<file path="src/rtl/ip_call_stack_pkg.sv">
// Shared constants and strobe decode for the instruction-pointer sequencer.
// The mini-ALU decodes JMP/CALL/RET/BGE/BLE into the raw strobes that feed this decode.
package ip_call_stack_pkg;

    localparam int IP_STACK_DEPTH_DEFAULT = 4;

    typedef enum logic [1:0] {
        OP_SEQ    = 2'd0,
        OP_BRANCH = 2'd1,
        OP_CALL   = 2'd2,
        OP_RET    = 2'd3
    } ip_op_e;

    // Return beats call beats branch; lower-priority strobes are dropped.
    function automatic ip_op_e decode_op(input logic ret, input logic call, input logic branch);
        if (ret)
            return OP_RET;
        else if (call)
            return OP_CALL;
        else if (branch)
            return OP_BRANCH;
        else
            return OP_SEQ;
    endfunction

endpackage

</file>
<file path="src/rtl/ip_call_stack_lifo.sv">
// Small register-based LIFO with a combinational top-of-stack read.
// A push when full and a pop when empty leave the stack untouched.
module lifo_stack #(
    parameter int WIDTH   = 16,
    parameter int DEPTH   = 4,
    parameter int DEPTH_W = $clog2(DEPTH + 1)
) (
    input  logic               clk,
    input  logic               srst,
    input  logic               push,
    input  logic               pop,
    input  logic [WIDTH-1:0]   push_data,
    output logic [WIDTH-1:0]   top_data,
    output logic [DEPTH_W-1:0] depth,
    output logic               full,
    output logic               empty
);

    logic [WIDTH-1:0]   mem_reg [DEPTH];
    logic [DEPTH_W-1:0] depth_reg;
    logic               do_push;
    logic               do_pop;

    assign full    = (depth_reg == DEPTH_W'(DEPTH));
    assign empty   = (depth_reg == '0);
    assign depth   = depth_reg;
    assign do_push = push && !full;
    assign do_pop  = pop && !empty && !push;

    always_ff @(posedge clk) begin
        if (srst)
            depth_reg <= '0;
        else if (do_push)
            depth_reg <= depth_reg + DEPTH_W'(1);
        else if (do_pop)
            depth_reg <= depth_reg - DEPTH_W'(1);
    end

    // Entry gi is written only when it is the next free slot; contents need no reset.
    generate
        for (genvar gi = 0; gi < DEPTH; gi++) begin : g_entry
            always_ff @(posedge clk) begin
                if (do_push && (depth_reg == DEPTH_W'(gi)))
                    mem_reg[gi] <= push_data;
            end
        end
    endgenerate

    always_comb begin
        top_data = mem_reg[0];
        for (int i = 0; i < DEPTH; i++) begin
            if (depth_reg == DEPTH_W'(i + 1))
                top_data = mem_reg[i];
        end
    end

endmodule

</file>
<file path="src/rtl/ip_call_stack.sv">
// Instruction-pointer sequencer: IP register, redirect priority, flush pulse,
// sticky overflow/underflow flags, and a nested call/return stack.
module ip_call_stack
    import ip_call_stack_pkg::*;
#(
    parameter int                    ADDR_WIDTH   = 16,
    parameter int                    STACK_DEPTH  = IP_STACK_DEPTH_DEFAULT,
    parameter logic [ADDR_WIDTH-1:0] RESET_VECTOR = '0,
    parameter int                    DEPTH_W      = $clog2(STACK_DEPTH + 1)
) (
    input  logic                  Clock,
    input  logic                  Reset,
    input  logic                  iStall,
    input  logic                  iBranch,
    input  logic                  iCall,
    input  logic                  iRet,
    input  logic [ADDR_WIDTH-1:0] iTarget,
    output logic [ADDR_WIDTH-1:0] oIP,
    output logic                  oFlush,
    output logic [DEPTH_W-1:0]    oDepth,
    output logic                  oFull,
    output logic                  oEmpty,
    output logic                  oOverflow,
    output logic                  oUnderflow
);

    logic [ADDR_WIDTH-1:0] ip_reg;
    logic                  flush_reg;
    logic                  overflow_reg;
    logic                  underflow_reg;
    logic [ADDR_WIDTH-1:0] top_data;
    logic                  stack_full;
    logic                  stack_empty;
    logic                  push_next;
    logic                  pop_next;
    ip_op_e                op_next;

    assign op_next   = decode_op(iRet, iCall, iBranch);
    assign push_next = !iStall && (op_next == OP_CALL);
    assign pop_next  = !iStall && (op_next == OP_RET);

    // The pushed value is the address currently being fetched, i.e. the return point.
    lifo_stack #(
        .WIDTH   (ADDR_WIDTH),
        .DEPTH   (STACK_DEPTH),
        .DEPTH_W (DEPTH_W)
    ) u_stack (
        .clk       (Clock),
        .srst      (Reset),
        .push      (push_next),
        .pop       (pop_next),
        .push_data (ip_reg),
        .top_data  (top_data),
        .depth     (oDepth),
        .full      (stack_full),
        .empty     (stack_empty)
    );

    always_ff @(posedge Clock) begin
        if (Reset) begin
            ip_reg        <= RESET_VECTOR;
            flush_reg     <= 1'b0;
            overflow_reg  <= 1'b0;
            underflow_reg <= 1'b0;
        end else if (iStall) begin
            flush_reg <= 1'b0;
        end else begin
            case (op_next)
                OP_RET: begin
                    if (stack_empty) begin
                        ip_reg        <= ip_reg + ADDR_WIDTH'(1);
                        flush_reg     <= 1'b0;
                        underflow_reg <= 1'b1;
                    end else begin
                        ip_reg    <= top_data;
                        flush_reg <= 1'b1;
                    end
                end
                OP_CALL: begin
                    ip_reg    <= iTarget;
                    flush_reg <= 1'b1;
                    if (stack_full)
                        overflow_reg <= 1'b1;
                end
                OP_BRANCH: begin
                    ip_reg    <= iTarget;
                    flush_reg <= 1'b1;
                end
                default: begin
                    ip_reg    <= ip_reg + ADDR_WIDTH'(1);
                    flush_reg <= 1'b0;
                end
            endcase
        end
    end

    assign oIP        = ip_reg;
    assign oFlush     = flush_reg;
    assign oFull      = stack_full;
    assign oEmpty     = stack_empty;
    assign oOverflow  = overflow_reg;
    assign oUnderflow = underflow_reg;

endmodule

</file>
<file path="config.mk">
export PLATFORM = sky130hd
export DESIGN_NAME = ip_call_stack
export DESIGN_NICKNAME = d
export VERILOG_FILES = /design/src/rtl/ip_call_stack_pkg.sv /design/src/rtl/ip_call_stack_lifo.sv /design/src/rtl/ip_call_stack.sv
export SDC_FILE = /design/constraint.sdc
export NUM_CORES = 1
export LEC_CHECK = 0
export CAP_MARGIN = 40
export CORE_MARGIN = 2
export CORE_UTILIZATION = 45
export DETAILED_ROUTE_END_ITERATION = 10
export GPL_TIMING_DRIVEN = 1
export PLACE_DENSITY = 0.69
export SLEW_MARGIN = 20
export SYNTH_ARGS = -nofsm -noshare
export SYNTH_HDL_FRONTEND = slang
export SYNTH_SLANG_ARGS = --single-unit
</file>
<file path="constraint.sdc">
create_clock -name Clock -period 3.1 [get_ports Clock]
set_clock_uncertainty 0.2 [all_clocks]
set_input_delay 0.62 -clock Clock [delete_from_list [all_inputs] [get_ports Clock]]
set_output_delay 0.62 -clock Clock [all_outputs]
set_load 0.01 [all_outputs]
</file>
# --- Word-level counts from Yosys, hierarchy flattened ---
# Memories as Yosys holds them, arrays and structs flattened.
# Cells that the tools add are included.
word_totals:
  ramBits: 64
  out_inout_bits: 24
  ff_bits: 22
  romBits: 0
  mem_count: 1
  input_bits: 22
  latch_bits: 0
  word_cells: 68
memory_table:
  columns: ["name", "words", "width", "rd", "rd_clocked_by_memory_dff", "wr", "line_no", "rtl"]
  rows:
  - ["u_stack.mem_reg", 4, 16, 4, 0, 1, "ip_call_stack_lifo.sv:19", "logic [WIDTH-1:0] mem_reg [DEPTH];"]
op_classes:
  n_mul: 0
  n_div: 0
  n_eq_ne: 7
  addsub: 3
  shifts: 0
  reduce_logical: 22
  n_lt_le_gt_ge: 0
  muxes: 29
  bitwise_logic: 1
op_table:
  columns: ["op", "count"]
  rows:
  - ["$mux W16", 7]
  - ["$reduce_or A16 Y1", 3]
  - ["$pmux W16 S2", 1]
  - ["$add A16 B1 Y16 const B", 1]
  - ["$mux W1", 13]
  - ["$mux W2", 5]
  - ["$logic_and A1 B1 Y1", 9]
  - ["$eq A3 B2 Y1 const B", 2]
  - ["$mux W3", 2]
  - ["$reduce_and A3 Y1", 2]
  - ["$eq A2 B2 Y1 const B", 2]
  - ["$logic_not A1 Y1", 4]
  - ["$reduce_or A2 Y1", 2]
  - ["$add A3 B1 Y3 const B", 1]
  - ["$eq A3 B1 Y1 const B", 1]
  - ["$eq A3 B3 Y1 const B", 1]
  - ["$logic_not A3 Y1", 1]
  - ["$sub A3 B1 Y3 const B", 1]
  - ["$eq A2 B1 Y1 const B", 1]
  - ["$pmux W1 S2", 1]
  - ["$reduce_bool A2 Y1", 1]
  - ["$not A1 Y1", 1]

# --- Logic depth before layout (Yosys ltp) ---
logic_depth:
  depth_word: 13
  mapped_depth: 10
  depth_no_buf: 8

# --- Hierarchy ---
# From an unflattened synthesis, not the netlist that was laid out.
unflattened:
  hier_cells: 363
  hier_area_um2: 4260.3
modules_own_cells:
  columns: ["module", "area_each_um2", "cells_each", "seq_area_each_um2", "n_inst"]
  rows:
  - ["lifo_stack", 2852.7, 180, 1981.9, 1]
  - ["ip_call_stack", 1407.6, 183, 380.4, 1]

# --- Worst setup path after synthesis ---
# No wires, ideal clock.
synth_timing:
  path_type: "input to register"
  from: "input port iCall"
  to: "memory u_stack.mem_reg[1][0] (enable)"
  setup_slack_ns: -0.143
  path_stages: 6
  arrival_ns: 2.630
  required_time_ns: 2.487
  cell_sequence: "inv_1 > a21oi_1 > ha_1 > nand2b_1 > clkbuf_1 > nor3b_1"
synth_via:
  elab_chain_len: 12
  word_cells_on_any_way: 26
synth_lines:
  columns: ["item", "line_no", "rtl"]
  rows:
  - ["start: declaration", "ip_call_stack.sv:15", "input logic iCall,"]
  - ["$mux W2 (*)", "ip_call_stack_pkg.sv:18", "else if (call)"]
  - ["$mux W2 (*)", "ip_call_stack_pkg.sv:16", "if (ret)"]
  - ["$eq A2 B2 Y1 (*)", "ip_call_stack.sv:39", "assign push_next = !iStall && (op_next == OP_CALL);"]
  - ["$logic_and A1 B1 Y1 (*)", "ip_call_stack.sv:39", null]
  - ["$logic_and A1 B1 Y1 (*)", "ip_call_stack_lifo.sv:27", "assign do_push = push && !full;"]
  - ["$logic_and A1 B1 Y1", "ip_call_stack_lifo.sv:43", "if (do_push && (depth_reg == DEPTH_W'(gi)))"]
  - ["$mux W1", "ip_call_stack_lifo.sv:43", null]
  - ["$mux W1 (not written as such)", "ip_call_stack_lifo.sv:44", "mem_reg[gi] <= push_data;"]
  - ["$reduce_or A16 Y1 (no line)", null, null]
  - ["$mux W2 (no line) / $mux W1 (equally long branches) (3 in a row)", null, null]
  - ["end: declaration", "ip_call_stack_lifo.sv:19", null]
# Every way passes the cells marked *; elsewhere a longest branch is shown, timed or not.

# --- Worst setup path after layout ---
layout_timing:
  from: "register u_stack.depth_reg[0] (netlist: u_stack.depth[0])"
  to: "output port oFull"
layout_via:
  elab_chain_len: 1
layout_lines:
  columns: ["item", "line_no", "rtl"]
  rows:
  - ["start: declaration", "ip_call_stack_lifo.sv:20", "logic [DEPTH_W-1:0] depth_reg;"]
  - ["start signal: assignment", "ip_call_stack_lifo.sv:34", "depth_reg <= depth_reg + DEPTH_W'(1);"]
  - ["start signal: assignment", "ip_call_stack_lifo.sv:36", "depth_reg <= depth_reg - DEPTH_W'(1);"]
  - ["$eq A3 B3 Y1", "ip_call_stack_lifo.sv:24", "assign full = (depth_reg == DEPTH_W'(DEPTH));"]
  - ["end: declaration", "ip_call_stack.sv:21", "output logic oFull,"]
# Every way passes these cells.

==> flow_summary.rst <==
.. list-table::
   :header-rows: 1

   * - Metric
     - Value
   * - Placed Instances
     - 496
   * - Total CTS buffers
     - 9
   * - Worst Path Required
     - around 2300 ps
   * - Placement Setup Slack
     - 71.4 ps
   * - I/O pin total
     - 46
   * - Routed length on met2
     - 4770 um
   * - FF+latch count, synth
     - 86
   * - H-tree levels
     - 3
   * - Synthesized cell area
     - 0.00403 mm2
   * - Maximum clock frequency
     - 344 MHz
   * - Endpoint class of the critical path
     - primary output
   * - Kind of start point of the critical path
     - flip-flop
   * - Clock tree from TritonCTS
     - built
   * - Vias in the first global route
     - between 2000 and 3000
   * - Final wirelength
     - 10100 um
   * - Final antenna diode count
     - 0
   * - Net count after synthesis
     - roughly 380
   * - Number of vias after detailed routing
     - between 3000 and 4000
   * - Share of cells above drive strength 1
     - 0.119
   * - Uppermost routed layer
     - met4
   * - Horizontal die dimension
     - 98.6 um
   * - Max-slew violation count
     - 0
   * - Most frequent cells after synthesis
     - edfxtp_1 (64), nand2_1 (25), dfxtp_1 (22), nor2_1 (22), a21oi_1 (16)
   * - RSZ-0062 raised after global routing
     - false
   * - Max FFs per register
     - 64
   * - Crit path DAT
     - 2080 ps
   * - Top cell type by total area after synthesis
     - edfxtp_1
   * - Layout fillers
     - 735
   * - GR Overflow Total
     - 0
   * - Standard-cell rows
     - 34
   * - Leakage dissipation
     - 1.73 nW
   * - Metal3 WL
     - ~570 um
   * - Overall track demand over capacity in global routing
     - 0.214
   * - HPWL after detailed placement
     - 6970 um
   * - Gate count after technology mapping
     - roughly 340
   * - Warnings from Yosys
     - 0
   * - Post-layout net count
     - 431
   * - Worst Path Max Fanout
     - 8
   * - Die area
     - 0.00973 mm2
   * - Final period utilization
     - 0.937
   * - Final instance count without filler cells
     - 512
   * - Setup Viol. Count Final
     - 0
   * - Global-route wire length before repair
     - 16200 um
   * - Clock Sink Count
     - 86
   * - Number of I/O port buffers
     - 45
   * - Most instantiated library cell after synthesis
     - edfxtp_1
   * - GPL Wtd Cong
     - 0.861
   * - Detailed-route vias per instance
     - about 6
   * - Hold Vio Cnt, Final
     - 0
   * - Share of synthesized registers carrying an async set or reset
     - 0
   * - Synth top area cells
     - edfxtp_1 (48%), dfxtp_1 (11%), mux2i_1 (3.2%)
   * - Cts hold-fix bufs
     - 0
   * - Avg Cell Area, Syn
     - between 10 and 15 um2
   * - Number of enable flip-flop cells after synthesis
     - between 60 and 70
   * - Initial DRT Pass Iterations
     - 5
   * - Max-capacitance violation count
     - 0
   * - M1 WL
     - between 4000 and 5000 um
   * - Fin crit period
     - between 2000 and 3000 ps
   * - Average detailed-routed wire length per instance
     - approximately 20 um
   * - Later-pin clock latency in the skew report
     - around 360 ps
   * - Standard cell core area
     - 0.00872 mm2
   * - Final TNS setup
     - 0 ps
   * - Slew at the pin closest to its max-slew limit
     - 762 ps
   * - Worst hold path class
     - reg -> reg
   * - DRC marker count from the first detailed-route iteration
     - between 200 and 300
   * - Post-DRT Antenna Nets
     - 0
   * - Maximum buffer depth of the clock tree
     - 2
   * - Clk slew on worst S/H paths
     - roughly 90 ps
   * - Initial core utilization
     - 0.462
   * - Pin count of the biggest net entering global routing
     - 20
   * - Total power divided by cell area
     - around 530 mW/mm2
   * - Relative slew slack
     - 0.492
   * - Share of the synthesized area in the top cell type
     - 0.477
   * - Die Span Y
     - 98.6 um
   * - Final WS setup
     - roughly 200 ps
   * - Worst VDD drop
     - ~0.25 mV
   * - Classification of the worst setup path
     - reg -> out
   * - Count of unique library cells instantiated by Yosys
     - 63
   * - Overall power after layout
     - 2.58 mW
   * - Run status
     - finished clean
   * - Post-synthesis sequential area ratio
     - 0.586
   * - Number of antenna violations at the first check in global routing
     - 0
   * - Clock Tree Root
     - clkbuf_8
   * - Post-route DRC violation count
     - 0
   * - Area grow syn2layout
     - 21.0%
   * - Most frequently used flop master after synthesis
     - edfxtp_1
## report_power, final
part           internal [mW]  switching (mW)  total (mW)
Clock                  0.399           0.413       0.812
Combinational          0.196           0.229       0.425
Sequential              1.29          0.0572        1.35
## cells in the final DEF, fill, tap and decap left out, types with 3 or more instances in the layout
cell type	instances
nor2b_1	4
clkdlybuf4s50_1	45
buf_4	19
o21ai_0	11
a21boi_1	3
dfxtp_1	22
nand3b_1	3
edfxtp_1	64
a21oi_1	16
a2111oi_0	3
o22ai_1	6
o21ai_1	10
nand2b_1	5
mux2i_1	13
clkbuf_8	10
a221oi_1	3
nand2_1	25
xor2_1	4
a222oi_1	6
inv_1	9
a31oi_1	10
nand4_1	4
clkinv_4	3
a21o_1	3
nor2_1	22
nand3_1	11
nor3_1	7
o211ai_1	5
xnor2_1	4
ha_1	9
inv_2	3
## what timing repair did
item                       4_1_cts  5_1_grt
setup endpoints to repair        0        1
buffers inserted                 0        0
gates resized for setup          0        1
## critical path, cell delays in order, from the launching register on
cell,delay [ps]
dfxtp_1,350
inv_1,150
ha_2,340
nand2_1,170
inv_2,160
clkdlybuf4s50_1,550
## worst paths after layout
path | from | depth (start not counted) | slack (ps) | to
max | u_stack.depth[0] | 5 | 200 | oFull
min | oUnderflow | 2 | 330 | oUnderflow
max reg2reg | u_stack.depth[1] | 5 | 510 | u_stack.mem_reg[3][7]
min reg2reg | oUnderflow | 2 | 330 | oUnderflow
## area by class of cell
class	instances	area, um2	area share
Sequential cell	86	2360	0.484
Multi-Input combinational cell	224	1530	0.313
Timing Repair Buffer	64	593	0.122
Clock buffer	10	138	0.0282
Tap cell	108	135	0.0277
Clock inverter	6	68.8	0.0141
Inverter	14	55.1	0.0113
## routing by layer
metal  up-vias  GRT usage
met1      1526      0.300
met5         -          0
met4         0     0.0695
met2       114      0.342
li1       1426          -
met3        12     0.0383
## metrics by stage
| step | instance area, um2 | hold slack, ps | util |
|---|---|---|---|
| 2_1_floorplan | 4040 | 305 | - |
| 3_3_place_gp | 4670 | 284 | 0.535 |
| 3_5_place_dp | 4670 | 301 | 0.535 |
| 4_1_cts | 4880 | 328 | 0.559 |
| 5_1_grt | 4880 | 349 | 0.559 |
| 6_report | 4880 | 327 | 0.559 |
## cells by family (layout without fill, tap and decap cells)
kind of cell               after synthesis  in the layout  share of synthesized area
DFF                                     86             86                      0.586
and+or+nand+nor                         99             99                      0.134
muxes                                   14             14                     0.0351
xor gates and xnor gates                 8              8                     0.0174
buffers and inverters                   34             94                     0.0382
adders and majority gates               10             10                     0.0310
AOI/OAI and AO/OA                       93             93                      0.158
Power figures use the tool's default switching activity.
